==> src/rtl/pll_input_decimator_if.sv <==
// Sample/average bus of the PLL input decimator.
// The slave modport is the decimator; the master modport is the sample source and result consumer.
interface pll_input_decimator_if #(
    parameter int DATA_W = 8,
    parameter int N_CH   = 2,
    parameter int LOG2_W = 3
);
    logic [N_CH*DATA_W-1:0] data_i;
    logic                   valid_i;
    logic [LOG2_W-1:0]      log2_dec_i;
    logic                   clear_i;
    logic [N_CH*DATA_W-1:0] data_o;
    logic                   valid_o;

    modport master (
        output data_i, valid_i, log2_dec_i, clear_i,
        input  data_o, valid_o
    );

    modport slave (
        input  data_i, valid_i, log2_dec_i, clear_i,
        output data_o, valid_o
    );
endinterface

==> src/rtl/pll_input_decimator.sv <==
// Multi-channel boxcar decimator: averages N_CH signed streams over 2^L samples,
// where L is latched at the first sample of each frame.
module pll_input_decimator #(
    parameter int DATA_W   = 8,
    parameter int N_CH     = 2,
    parameter int MAX_LOG2 = 4,
    parameter int LOG2_W   = 3
) (
    input logic                 clk_i,
    input logic                 rst_i,
    pll_input_decimator_if.slave bus
);
    localparam int ACC_W = DATA_W + MAX_LOG2;
    localparam int CNT_W = (MAX_LOG2 > 0) ? MAX_LOG2 : 1;

    logic signed [ACC_W-1:0]  acc_q [N_CH];
    logic signed [ACC_W-1:0]  acc_d [N_CH];
    logic signed [ACC_W-1:0]  sum_w [N_CH];
    logic [CNT_W-1:0]         cnt_q, cnt_d;
    logic [LOG2_W-1:0]        active_l_q, active_l_d;
    logic [N_CH*DATA_W-1:0]   data_q, data_d;
    logic                     valid_q, valid_d;
    logic [N_CH*DATA_W-1:0]   avg_w;
    logic [LOG2_W-1:0]        lc_w;
    logic [LOG2_W-1:0]        l_eff_w;
    logic                     last_w;

    assign lc_w    = (bus.log2_dec_i > LOG2_W'(MAX_LOG2)) ? LOG2_W'(MAX_LOG2) : bus.log2_dec_i;
    assign l_eff_w = (cnt_q == '0) ? lc_w : active_l_q;
    assign last_w  = (32'(cnt_q) == ((32'd1 << l_eff_w) - 32'd1));

    // Accumulator has MAX_LOG2 guard bits, so the running sum never wraps.
    generate
        for (genvar gi = 0; gi < N_CH; gi++) begin : g_ch
            logic signed [DATA_W-1:0] samp_w;
            assign samp_w = bus.data_i[gi*DATA_W +: DATA_W];
            assign sum_w[gi] = acc_q[gi] + ACC_W'(samp_w);
            assign avg_w[gi*DATA_W +: DATA_W] = DATA_W'(sum_w[gi] >>> l_eff_w);
        end
    endgenerate

    always_comb begin
        acc_d      = acc_q;
        cnt_d      = cnt_q;
        active_l_d = active_l_q;
        data_d     = data_q;
        valid_d    = 1'b0;
        if (bus.clear_i) begin
            for (int k = 0; k < N_CH; k++) acc_d[k] = '0;
            cnt_d = '0;
        end else if (bus.valid_i) begin
            if (cnt_q == '0) active_l_d = lc_w;
            if (last_w) begin
                data_d  = avg_w;
                valid_d = 1'b1;
                for (int k = 0; k < N_CH; k++) acc_d[k] = '0;
                cnt_d = '0;
            end else begin
                for (int k = 0; k < N_CH; k++) acc_d[k] = sum_w[k];
                cnt_d = cnt_q + CNT_W'(1);
            end
        end
    end

    always_ff @(posedge clk_i or posedge rst_i) begin
        if (rst_i) begin
            for (int k = 0; k < N_CH; k++) acc_q[k] <= '0;
            cnt_q      <= '0;
            active_l_q <= '0;
            data_q     <= '0;
            valid_q    <= 1'b0;
        end else begin
            for (int k = 0; k < N_CH; k++) acc_q[k] <= acc_d[k];
            cnt_q      <= cnt_d;
            active_l_q <= active_l_d;
            data_q     <= data_d;
            valid_q    <= valid_d;
        end
    end

    assign bus.data_o  = data_q;
    assign bus.valid_o = valid_q;
endmodule
==> src/flat_wrapper.sv <==
// flat-port wrapper written by rule: the top's interface ports become plain ports
module pll_input_decimator_flat 
#(
    parameter int DATA_W   = 8,
    parameter int N_CH     = 2,
    parameter int MAX_LOG2 = 4,
    parameter int LOG2_W   = 3
)
  (clk_i, rst_i, bus_data_i, bus_valid_i, bus_log2_dec_i, bus_clear_i, bus_data_o, bus_valid_o);
  pll_input_decimator_if #(.DATA_W(DATA_W), .N_CH(N_CH), .LOG2_W(LOG2_W)) bus_i ();
  input logic clk_i;
  input logic rst_i;
  input wire logic [$bits(bus_i.data_i)-1:0] bus_data_i;
  input wire logic [$bits(bus_i.valid_i)-1:0] bus_valid_i;
  input wire logic [$bits(bus_i.log2_dec_i)-1:0] bus_log2_dec_i;
  input wire logic [$bits(bus_i.clear_i)-1:0] bus_clear_i;
  output wire logic [$bits(bus_i.data_o)-1:0] bus_data_o;
  output wire logic [$bits(bus_i.valid_o)-1:0] bus_valid_o;
  assign bus_i.data_i = bus_data_i;
  assign bus_i.valid_i = bus_valid_i;
  assign bus_i.log2_dec_i = bus_log2_dec_i;
  assign bus_i.clear_i = bus_clear_i;
  assign bus_data_o = bus_i.data_o;
  assign bus_valid_o = bus_i.valid_o;
  pll_input_decimator #(.DATA_W(DATA_W), .N_CH(N_CH), .MAX_LOG2(MAX_LOG2), .LOG2_W(LOG2_W)) u_core (.clk_i(clk_i), .rst_i(rst_i), .bus(bus_i));
endmodule
==> config.mk <==
export PLATFORM = sky130hd
export DESIGN_NAME = pll_input_decimator_flat
export DESIGN_NICKNAME = d
export VERILOG_FILES = /design/src/rtl/pll_input_decimator_if.sv /design/src/rtl/pll_input_decimator.sv /design/src/flat_wrapper.sv
export SDC_FILE = /design/constraint.sdc
export NUM_CORES = 1
export LEC_CHECK = 0
export BUFFER_PORTS_ARGS = -buffer_cell sky130_fd_sc_hd__buf_2
export CELL_PAD_IN_SITES_DETAIL_PLACEMENT = 0
export CELL_PAD_IN_SITES_GLOBAL_PLACEMENT = 1
export CORE_MARGIN = 10
export CORE_UTILIZATION = 41
export DETAILED_ROUTE_END_ITERATION = 16
export PLACE_DENSITY_LB_ADDON = 0.1
export SYNTH_ARGS = -nofsm -noshare
export SYNTH_HDL_FRONTEND = slang
export SYNTH_SLANG_ARGS = --single-unit
==> constraint.sdc <==
create_clock -name clk_i -period 3.7 [get_ports clk_i]
set_input_delay 0.37 -clock clk_i [delete_from_list [all_inputs] [get_ports clk_i]]
set_output_delay 0.37 -clock clk_i [all_outputs]
set_load 0.01 [all_outputs]
---- Word-level counts from Yosys, hierarchy flattened ----
Cells that the tools add are included.
word-level totals
  output and inout port bits .............. 17
  flip-flop bits (word level) ............. 48
operators by class
  equal/unequal tests ..................... 1
  reduce and logical (&&, ||, !) cells .... 4
  muxes and demuxes ....................... 11
  $add $sub $neg .......................... 4
  shifts and indexed selects .............. 3
  $lt $le $gt $ge ......................... 1
  bitwise logic cells ..................... 1
operators with widths
  kind                   count
  $mux 24                3
  $eq 4x32->1            1
  $shl 1x3->32 const A   1
  $sub 32x1->32 const B  1
  $add 12x8->12          2
  $sshr 12x3->8          2
  $mux 4                 3
  $mux 3                 2
  $add 4x1->4 const B    1
  $logic_not 4->1        1
  $gt 3x3->1 const B     1
  $mux 1                 3
  $reduce_and 3->1       1
  $reduce_and 2->1       1
  $reduce_bool 2->1      1
  $not 1->1              1

---- Depth between registers and ports, before layout ----
Gate-level depths: netlist of the first run.
  word-level depth ........................ 9
  gate-level depth with buffers ........... 20
  gate-level depth less buffers ........... 15

---- Least setup slack after synthesis of the first run ----
No wires, ideal clock.
  kind .................................... register to register
  from .................................... register u_core.cnt_q[0]
  to ...................................... register u_core.data_q[13] (netlist: u_core.bus.data_o[13])
  buffers on the path ..................... 4
  path slack .............................. -0.303 ns
  data arrival time ....................... 3.868 ns
  required time ........................... 3.565 ns
  cell stages (with the launch flop) ...... 20
  cell sequence ........................... dfrtp_1 -> inv_1 -> ha_1 -> nor3b_2 -> buf_4 -> mux2i_1 -> clkbuf_1 -> nor2_1 -> nand2_1 -> ha_1 -> buf_1 -> nor3b_1 -> a21oi_1 -> a2bb2oi_1 -> o21ai_0 -> a221oi_4 -> nand3_2 -> buf_4 -> a2111oi_4 -> a221oi_2
between the ends
  longest elaborated chain between the ends .. 6
  elaborated cells between the ends (all ways) .. 7
  classes of those cells .................. add/sub (1); eq/ne (1); shift (2); mux (1); reduce/logical (2)
RTL lines
  item                        line                       source
  start: declaration          pll_input_decimator.sv:19  logic [CNT_W-1:0] cnt_q, cnt_d;
  start signal: assignment    pll_input_decimator.sv:74  cnt_q <= cnt_d;
  $logic_not 4->1             pll_input_decimator.sv:29  assign l_eff_w = (cnt_q == '0) ? lc_w : active_l_q;
  $mux 3                      pll_input_decimator.sv:29
  $shl 1x3->32                pll_input_decimator.sv:30  assign last_w = (32'(cnt_q) == ((32'd1 << l_eff_w) - 32'd1));
  $sub 32x1->32               pll_input_decimator.sv:30
  $eq 4x32->1                 pll_input_decimator.sv:30
  $reduce_and 3->1 (no line)  -
  end signal: assignment      pll_input_decimator.sv:76  data_q <= data_d;
  end: declaration            pll_input_decimator.sv:21  logic [N_CH*DATA_W-1:0] data_q, data_d;
Parallel ways exist; a longest one is shown, timed or not.
A chain may end at the register's enable or synchronous reset.

---- Worst setup path after layout of the first run ----
  from .................................... register u_core.cnt_q[0]
  to ...................................... register u_core.acc_q[19] (netlist name)
between the ends
  longest elaborated chain between the ends .. 8
RTL lines
  item              line                       source
  $logic_not 4->1   pll_input_decimator.sv:29
  $mux 3            pll_input_decimator.sv:29
  $shl 1x3->32      pll_input_decimator.sv:30
  $sub 32x1->32     pll_input_decimator.sv:30
  $eq 4x32->1 (*)   pll_input_decimator.sv:30
  $mux 24 (*)       pll_input_decimator.sv:53  if (last_w) begin
  $mux 24 (*)       pll_input_decimator.sv:51  end else if (bus.valid_i) begin
  $mux 24 (*)       pll_input_decimator.sv:48  if (bus.clear_i) begin
  end: declaration  pll_input_decimator.sv:16  logic signed [ACC_W-1:0] acc_q [N_CH];
Every way passes the cells marked *; elsewhere a longest branch is shown, timed or not. The select of a mux whose other input is x is not followed.

==> results.yml, run 1 <==
run_status:
  outcome: "finished clean"
worst_setup_path:
  slowest_stage: "or4_4"
  critPathBufInv: 3
  endpoint_kind: "flip-flop"
  cpLargestDelayFamily: "compound AO/OA/AOI/OAI gates"
  crit_chain: "inv_1 > ha_1 > or3b_1 > or4_4 > a21boi_0 > ha_4 > nor3b_1 > a21oi_1 > a2bb2oi_1 > o21ai_1 > a221oi_4 > buf_4 > a21oi_2 > buf_4 > a22o_1"
  arrival_ns: 3.74
  crit_type: "flip-flop to flip-flop"
  max_stage_delay_ns: 0.43
  path_max_fanout: 19
  start_kind: "flip-flop"
  crit_path_frequent_cell: "buf_4"
  cp.required_ns: 3.95
floorplanning:
  start_util: 0.415
  rows: 36
  fp.dieArea_um2: 14100
  fp.coreArea_um2: 9640
  die_h_um: 119
  ios: 40
  die_w_um: 119
timing:
  final_max_slew_viol_count: 0
  worst_pin_slew_ns: 1.04
  setup_tns_ns: 0
  max_clock_freq_mhz: 286
  setup-violations-final: 0
  rsz0062_at_grt: "false"
  finClkSkew_ns: 0.0166
  fin_crit_sh: 0.944
  finalHoldViolations: 0
  post-route-min-period_ns: 3.49
  slew_headroom: 0.306
layout:
  area_delta_synth_final_pct: 13.3
  regArea_um2: 1200
  diodes: 0
  instances_no_fill: 632
  drive_above_1_share: 0.180
  fill_cells: 1009
  final_nets: 549
  multi_input_area_um2: 2660
cts:
  cts_tree: "built"
  h-tree-depth: 2
  clk-insertion-delay-late_ns: 0.32
  clk_pin_slew_worst_paths_ns: 0.11
  hold_buffers: 0
  numCtsBuffers: 5
  clockRootBuffer: "clkbuf_8"
  clkSinkCount: 48
  clk_path_buf_depth: 2
worst_hold_path:
  hp-class: "input pin to flip-flop"
drt:
  num_vias: 3611
  vias_per_cell: 5.71
  drt_wl_total_um: 11400
  drt_iter0_drc: 168
  drtPass1Iterations: 4
  routedWlPerCell_um: 18.1
  ant_nets: 0
  drc_errors: 0
synth:
  muxShareOfSynthArea: 0.0638
  syn_area_um2: 4000
  synth_edf_count: 0
  synth_top_area_share: 0.300
  yosysUniqueCellTypes: 63
  synthAdderAreaFrac: 0.0913
  yosysTopAreaCell: "dfrtp_1"
  async_reset_ff_frac: 1.00
  synthSimpleGateAreaFrac: 0.174
  synth_seq_cells: 48
  ys_warn_count: 0
  syn_inst: 456
  syn_nets: 507
  syn_avg_cell_area_um2: 8.78
  synth_compound_area_frac: 0.281
  synth_seq_area_share: 0.300
  yosys_most_used_dff: "dfrtp_1"
  synth_xor_xnor_area_share: 0.0450
  synth_area_leaders: "dfrtp_1, ha_1, nand2_1, o21ai_0, a22o_1"
  synth_top_family_by_area: "compound AO/OA/AOI/OAI gates"
placement:
  numPortBuffers: 39
  place_congestion: 0.830
  dp_hpwl_um: 8590
  dpl.cell_count: 622
power:
  clockPowerShare: 0.146
  p_int_mw: 1.29
  p_seq_frac: 0.314
  power_density_nw_per_um2: 509
  combPwrFrac: 0.541
  ir_worst_vdd_v: 0.000195
  p_switching_mw: 1.02
  cellLeakagePower_nw: 2.07
  swShare: 0.442
global_routing:
  grt_pass1_wl_um: 18500
  grt_usage: 0.158
  antenna_found_initial: 0
  first_global_vias: 3589
  grt_overflow_total: 0
  grt_max_degree: 49
job:
  cap_viol_max_count: 0
-- flip-flops by register name, indices dropped and copies added, names as in the netlist --
register / count
u_core.active_l_q: 3
u_core.bus.valid_o: 1
u_core.bus.data_o: 16
u_core.acc_q: 24
u_core.cnt_q: 4
-- power by group through the flow --
stage / registers [mW] / logic [mW] / clock network [mW]
floorplan: 0.740 / 0.844 / 0
global placement: 0.734 / 1.22 / 0
detailed placement: 0.734 / 1.22 / 0
CTS: 0.725 / 1.23 / 0.346
global route: 0.740 / 1.38 / 0.368
finish: 0.724 / 1.25 / 0.336
-- cells in the final DEF, fill, tap and decap left out, types with 10 or more instances in the layout --
| cell type | instances |
|---|---|
| nor2b_1 | 10 |
| ha_1 | 25 |
| o21ai_0 | 38 |
| nand2_1 | 57 |
| dfrtp_1 | 48 |
| nand3_1 | 12 |
| a211oi_1 | 11 |
| xnor2_1 | 13 |
| mux2i_1 | 11 |
| inv_1 | 18 |
| nor3_1 | 11 |
| buf_4 | 18 |
| a21oi_1 | 25 |
| buf_2 | 39 |
| a22o_1 | 21 |
| nor2_1 | 25 |
-- per-stage QoR --
| stage | util | instance area (µm²) | hold WS (ns) | total power [mW] | setup WS, ns |
|---|---|---|---|---|---|
| final | 0.471 | 4540 | 0.237 | 2.31 | 0.206 |
| after global routing | 0.471 | 4540 | 0.245 | 2.49 | 0.0232 |
| after CTS | 0.465 | 4490 | 0.232 | 2.30 | 0.0329 |
| after detailed placement | 0.456 | 4390 | 0.465 | 1.96 | 0.0838 |
| after global placement | 0.456 | 4390 | 0.462 | 1.95 | 0.186 |
| after floorplan | - | 4010 | 0.433 | 1.58 | 0.0121 |
-- path summary, 6_finish.rpt --
| path | cells after the start | from | end | slack, ns |
|---|---|---|---|---|
| worst max-delay path | 15 | u_core.cnt_q[0]$_DFFE_PP0P_ | u_core.acc_q[19]$_DFFE_PP0P_ | 0.21 |
| worst min-delay path | 2 | bus_clear_i | u_core.cnt_q[2]$_DFFE_PP0P_ | 0.24 |
| worst max register to register | 15 | u_core.cnt_q[0]$_DFFE_PP0P_ | u_core.acc_q[19]$_DFFE_PP0P_ | 0.21 |
| worst min register to register | 2 | u_core.bus.data_o[12]$_DFFE_PP0P_ | u_core.bus.data_o[12]$_DFFE_PP0P_ | 0.48 |
| max in group asynchronous | 2 | rst_i | u_core.bus.data_o[0]$_DFFE_PP0P_ | 2.75 |
| min in group asynchronous | 2 | rst_i | u_core.acc_q[8]$_DFFE_PP0P_ | 0.27 |
-- cell usage after synthesis, types with 12 or more instances --
| cell type | n |
|---|---|
| nand3_1 | 12 |
| inv_1 | 19 |
| nand2_1 | 57 |
| nor2_1 | 27 |
| mux2i_1 | 12 |
| a22o_1 | 21 |
| o21ai_0 | 39 |
| clkbuf_1 | 12 |
| ha_1 | 26 |
| dfrtp_1 | 48 |
| xnor2_1 | 13 |
| a21oi_1 | 25 |
-- area by class of cell --
type / count / share of cell area
Multi-Input combinational cell: 366 / 0.587
Sequential cell: 48 / 0.265
Timing Repair Buffer: 58 / 0.0753
Tap cell: 133 / 0.0367
Inverter: 19 / 0.0157
Clock buffer: 5 / 0.0152
Clock inverter: 3 / 0.00524
-- logic make-up (layout without fill, tap and decap cells) --
group / count (synthesis) / count (layout)
AO/OA/AOI/OAI: 156 / 156
AND/OR/NAND/NOR: 143 / 143
flip-flops: 48 / 48
buffers and inverters: 42 / 85
adder cells (fa/ha/maj): 28 / 28
multiplexers: 20 / 20
XOR/XNOR: 19 / 19
-- what timing repair did --
action	in CTS	in global routing
endpoints found under the setup margin	0	42
buffers inserted	0	2
gates resized for setup	0	6
-- metal layers --
layer  wire, µm  GRT usage  share of wire  vias to the layer above
met5          0          0              0                        -
met4         86     0.0351         0.0075                        0
met3        342     0.0309          0.030                        8
met2       5610      0.273           0.49                       58
met1       5370      0.200           0.47                     1771
li1           -          -              -                     1774
Note: power is estimated with default switching activity, not from simulation.
==> inputs of run 2 (changes only) <==
--- a/config.mk
+++ b/config.mk
@@ -9,9 +9,11 @@
 export CELL_PAD_IN_SITES_DETAIL_PLACEMENT = 0
 export CELL_PAD_IN_SITES_GLOBAL_PLACEMENT = 1
 export CORE_MARGIN = 10
-export CORE_UTILIZATION = 41
+export CORE_UTILIZATION = 49
 export DETAILED_ROUTE_END_ITERATION = 16
 export PLACE_DENSITY_LB_ADDON = 0.1
+export RECOVER_POWER = 50
+export SLEW_MARGIN = 20
 export SYNTH_ARGS = -nofsm -noshare
 export SYNTH_HDL_FRONTEND = slang
 export SYNTH_SLANG_ARGS = --single-unit
==> constraint.sdc (replaced) <==
create_clock -name clk_i -period 4.2 [get_ports clk_i]
set_input_delay 0.42 -clock clk_i [delete_from_list [all_inputs] [get_ports clk_i]]
set_output_delay 0.42 -clock clk_i [all_outputs]
set_load 0.01 [all_outputs]
==> run 2 against run 1 <==
  * The flow now finishes with violations (capacitance limit, slew limit)
  * Total power fell by 5.7%
  * Combinational power is 15% lower
  * Setup slack got worse by 0.022 ns
  * First-iteration DRC count increased by 6.0%
  * Cell area shrank 1.1%
  * Sequential power is 12% lower
  * Global-route usage rose by 1.8 points
  * Utilization up 10 points
  * Critical path type unchanged
==> results.yml, run 2 (synthesized netlist as in run 1, its figures left out) <==
cts:
  clk-insertion-delay-late_ns: 0.31
  cts_tree: "built"
  numCtsBuffers: 5
  clkSinkCount: 48
  hold_buffers: 0
  h-tree-depth: 2
  clk_path_buf_depth: 2
  clockRootBuffer: "clkbuf_8"
  clk_pin_slew_worst_paths_ns: 0.10
floorplanning:
  fp.coreArea_um2: 7850
  die_h_um: 110
  rows: 32
  ios: 40
  start_util: 0.510
  fp.dieArea_um2: 12200
  die_w_um: 110
power:
  ir_worst_vdd_v: 0.000222
  power_density_nw_per_um2: 485
  cellLeakagePower_nw: 2.04
  combPwrFrac: 0.489
  p_seq_frac: 0.293
  power.total_mw: 2.18
  p_switching_mw: 0.880
  p_int_mw: 1.30
  swShare: 0.404
  clockPowerShare: 0.218
timing:
  post-route-min-period_ns: 4.02
  slew_headroom: -0.519
  fin_crit_sh: 0.956
  holdWs_ns: 0.302
  finalHoldViolations: 0
  max_clock_freq_mhz: 249
  worst_pin_slew_ns: 2.27
  final_max_slew_viol_count: 49
  finClkSkew_ns: 0.00713
  setup-violations-final: 0
worst_hold_path:
  hp-start: "bus_clear_i"
  hp-class: "input pin to flip-flop"
placement:
  dp_hpwl_um: 8090
  place_congestion: 0.864
  numPortBuffers: 39
drt:
  num_vias: 3628
  routedWlPerCell_um: 18.3
  drtPass1Iterations: 5
  drt_iter0_drc: 178
  vias_per_cell: 6.09
  ant_nets: 0
  drc_errors: 0
  drt_wl_total_um: 10900
layout:
  regMostFlops: "u_core.acc_q"
  drive_above_1_share: 0.152
  layout_commonest_cell: "nand2_1"
  final_nets: 544
  fill_cells: 744
  final_cell_mix: "nand2_1, dfrtp_1, o21ai_0, buf_2"
  area_delta_synth_final_pct: 12.1
  largest_register_ffs: 24
  diodes: 0
worst_setup_path:
  crit_path_start: "u_core.cnt_q[0]$_DFFE_PP0P_"
  arrival_ns: 4.21
  r2r-start: "u_core.cnt_q[0]$_DFFE_PP0P_"
  endpoint: "u_core.bus.data_o[5]$_DFFE_PP0P_"
  crit_type: "flip-flop to flip-flop"
  path_max_fanout: 24
  r2r_end: "u_core.bus.data_o[5]$_DFFE_PP0P_"
  cp.required_ns: 4.39
  endpoint_kind: "flip-flop"
  rr_worst_depth: 14
  start_kind: "flip-flop"
  r2r_setup_slack_ns: 0.18
job:
  cap_viol_max_count: 1
global_routing:
  grt_usage: 0.177
  grt_max_degree: 49
  first_global_vias: 3434
  grt_pass1_wl_um: 17200
  antenna_found_initial: 0
  grt_overflow_total: 0
run_status:
  outcome: "finished with violations"
  violations: "capacitance limit, slew limit"
## run 2: cell types whose count changed in the layout (fill, tap and decap cells not counted), moves of 2 or more
| cell | change |
|---|---|
| clkinvlp_4 | -2 |
| bufinv_16 | +3 |
| clkbuf_1 | +8 |
| buf_4 | -4 |
| buf_2 | -8 |
## run 2: area by class of cell
cell class	count	area [µm²]	share of cell area
clock buffer	5	68.8	0.0153
clock inverter	3	90.1	0.0201
tap	102	128	0.0285
timing repair buffer	53	290	0.0647
sequential	48	1200	0.268
inverter	19	72.6	0.0162
multi-input combinational	366	2640	0.587
## run 2: how the worst min path moves through the flow
stage                                                    to  slack (ns)  cells after the start
after global routing            u_core.cnt_q[2]$_DFFE_PP0P_        0.31                      2
after floorplan                 u_core.acc_q[6]$_DFFE_PP0P_        0.45                      2
final                           u_core.cnt_q[2]$_DFFE_PP0P_        0.30                      2
after global placement    u_core.bus.data_o[10]$_DFFE_PP0P_        0.47                      2
after CTS                       u_core.cnt_q[2]$_DFFE_PP0P_        0.30                      2
after detailed placement   u_core.bus.data_o[1]$_DFFE_PP0P_        0.47                      2
## run 2: power groups by stage
stage                     registers [mW]  clock network, mW  logic, mW
final                              0.637              0.474       1.06
after global placement             0.644                  0       1.05
after CTS                          0.637              0.483       1.07
after global routing               0.648              0.496       1.18
after floorplan                    0.652                  0      0.740
after detailed placement           0.645                  0       1.06
## run 2: metrics by stage
stage	utilization	std cells	TNS (ns)	cell area, µm²	setup slack [ns]
after floorplan	-	456	0	4000	0.197
after global placement	0.550	586	0	4310	0.428
after detailed placement	0.550	586	0	4310	0.174
after CTS	0.570	594	0	4470	0.148
after global routing	0.572	596	-0.0194	4490	-0.0194
final	0.572	596	0	4490	0.184
## run 2: worst max-delay path, stage by stage (launching register included)
cell and delay [ns]:
dfrtp_1 0.48, inv_1 0.13, ha_1 0.24, or3b_1 0.40, or4_4 0.44, a21boi_0 0.14
ha_1 0.31, a21oi_1 0.21, a2bb2oi_1 0.19, o21ai_0 0.15, a221oi_4 0.31, nand3_2 0.23
buf_4 0.28, a221oi_1 0.25, a211oi_1 0.12
## run 2: what timing repair did
item,CTS,global route
setup endpoints to repair,0,25
gates resized for setup,0,1
setup buffers,0,2
## run 2: metal layers
metal	track usage	vias to the layer above	share of wire
met1	0.225	1762	0.45
met5	0	-	0
met2	0.304	78	0.50
met4	0.0468	0	0.012
li1	-	1774	-
met3	0.0261	14	0.040
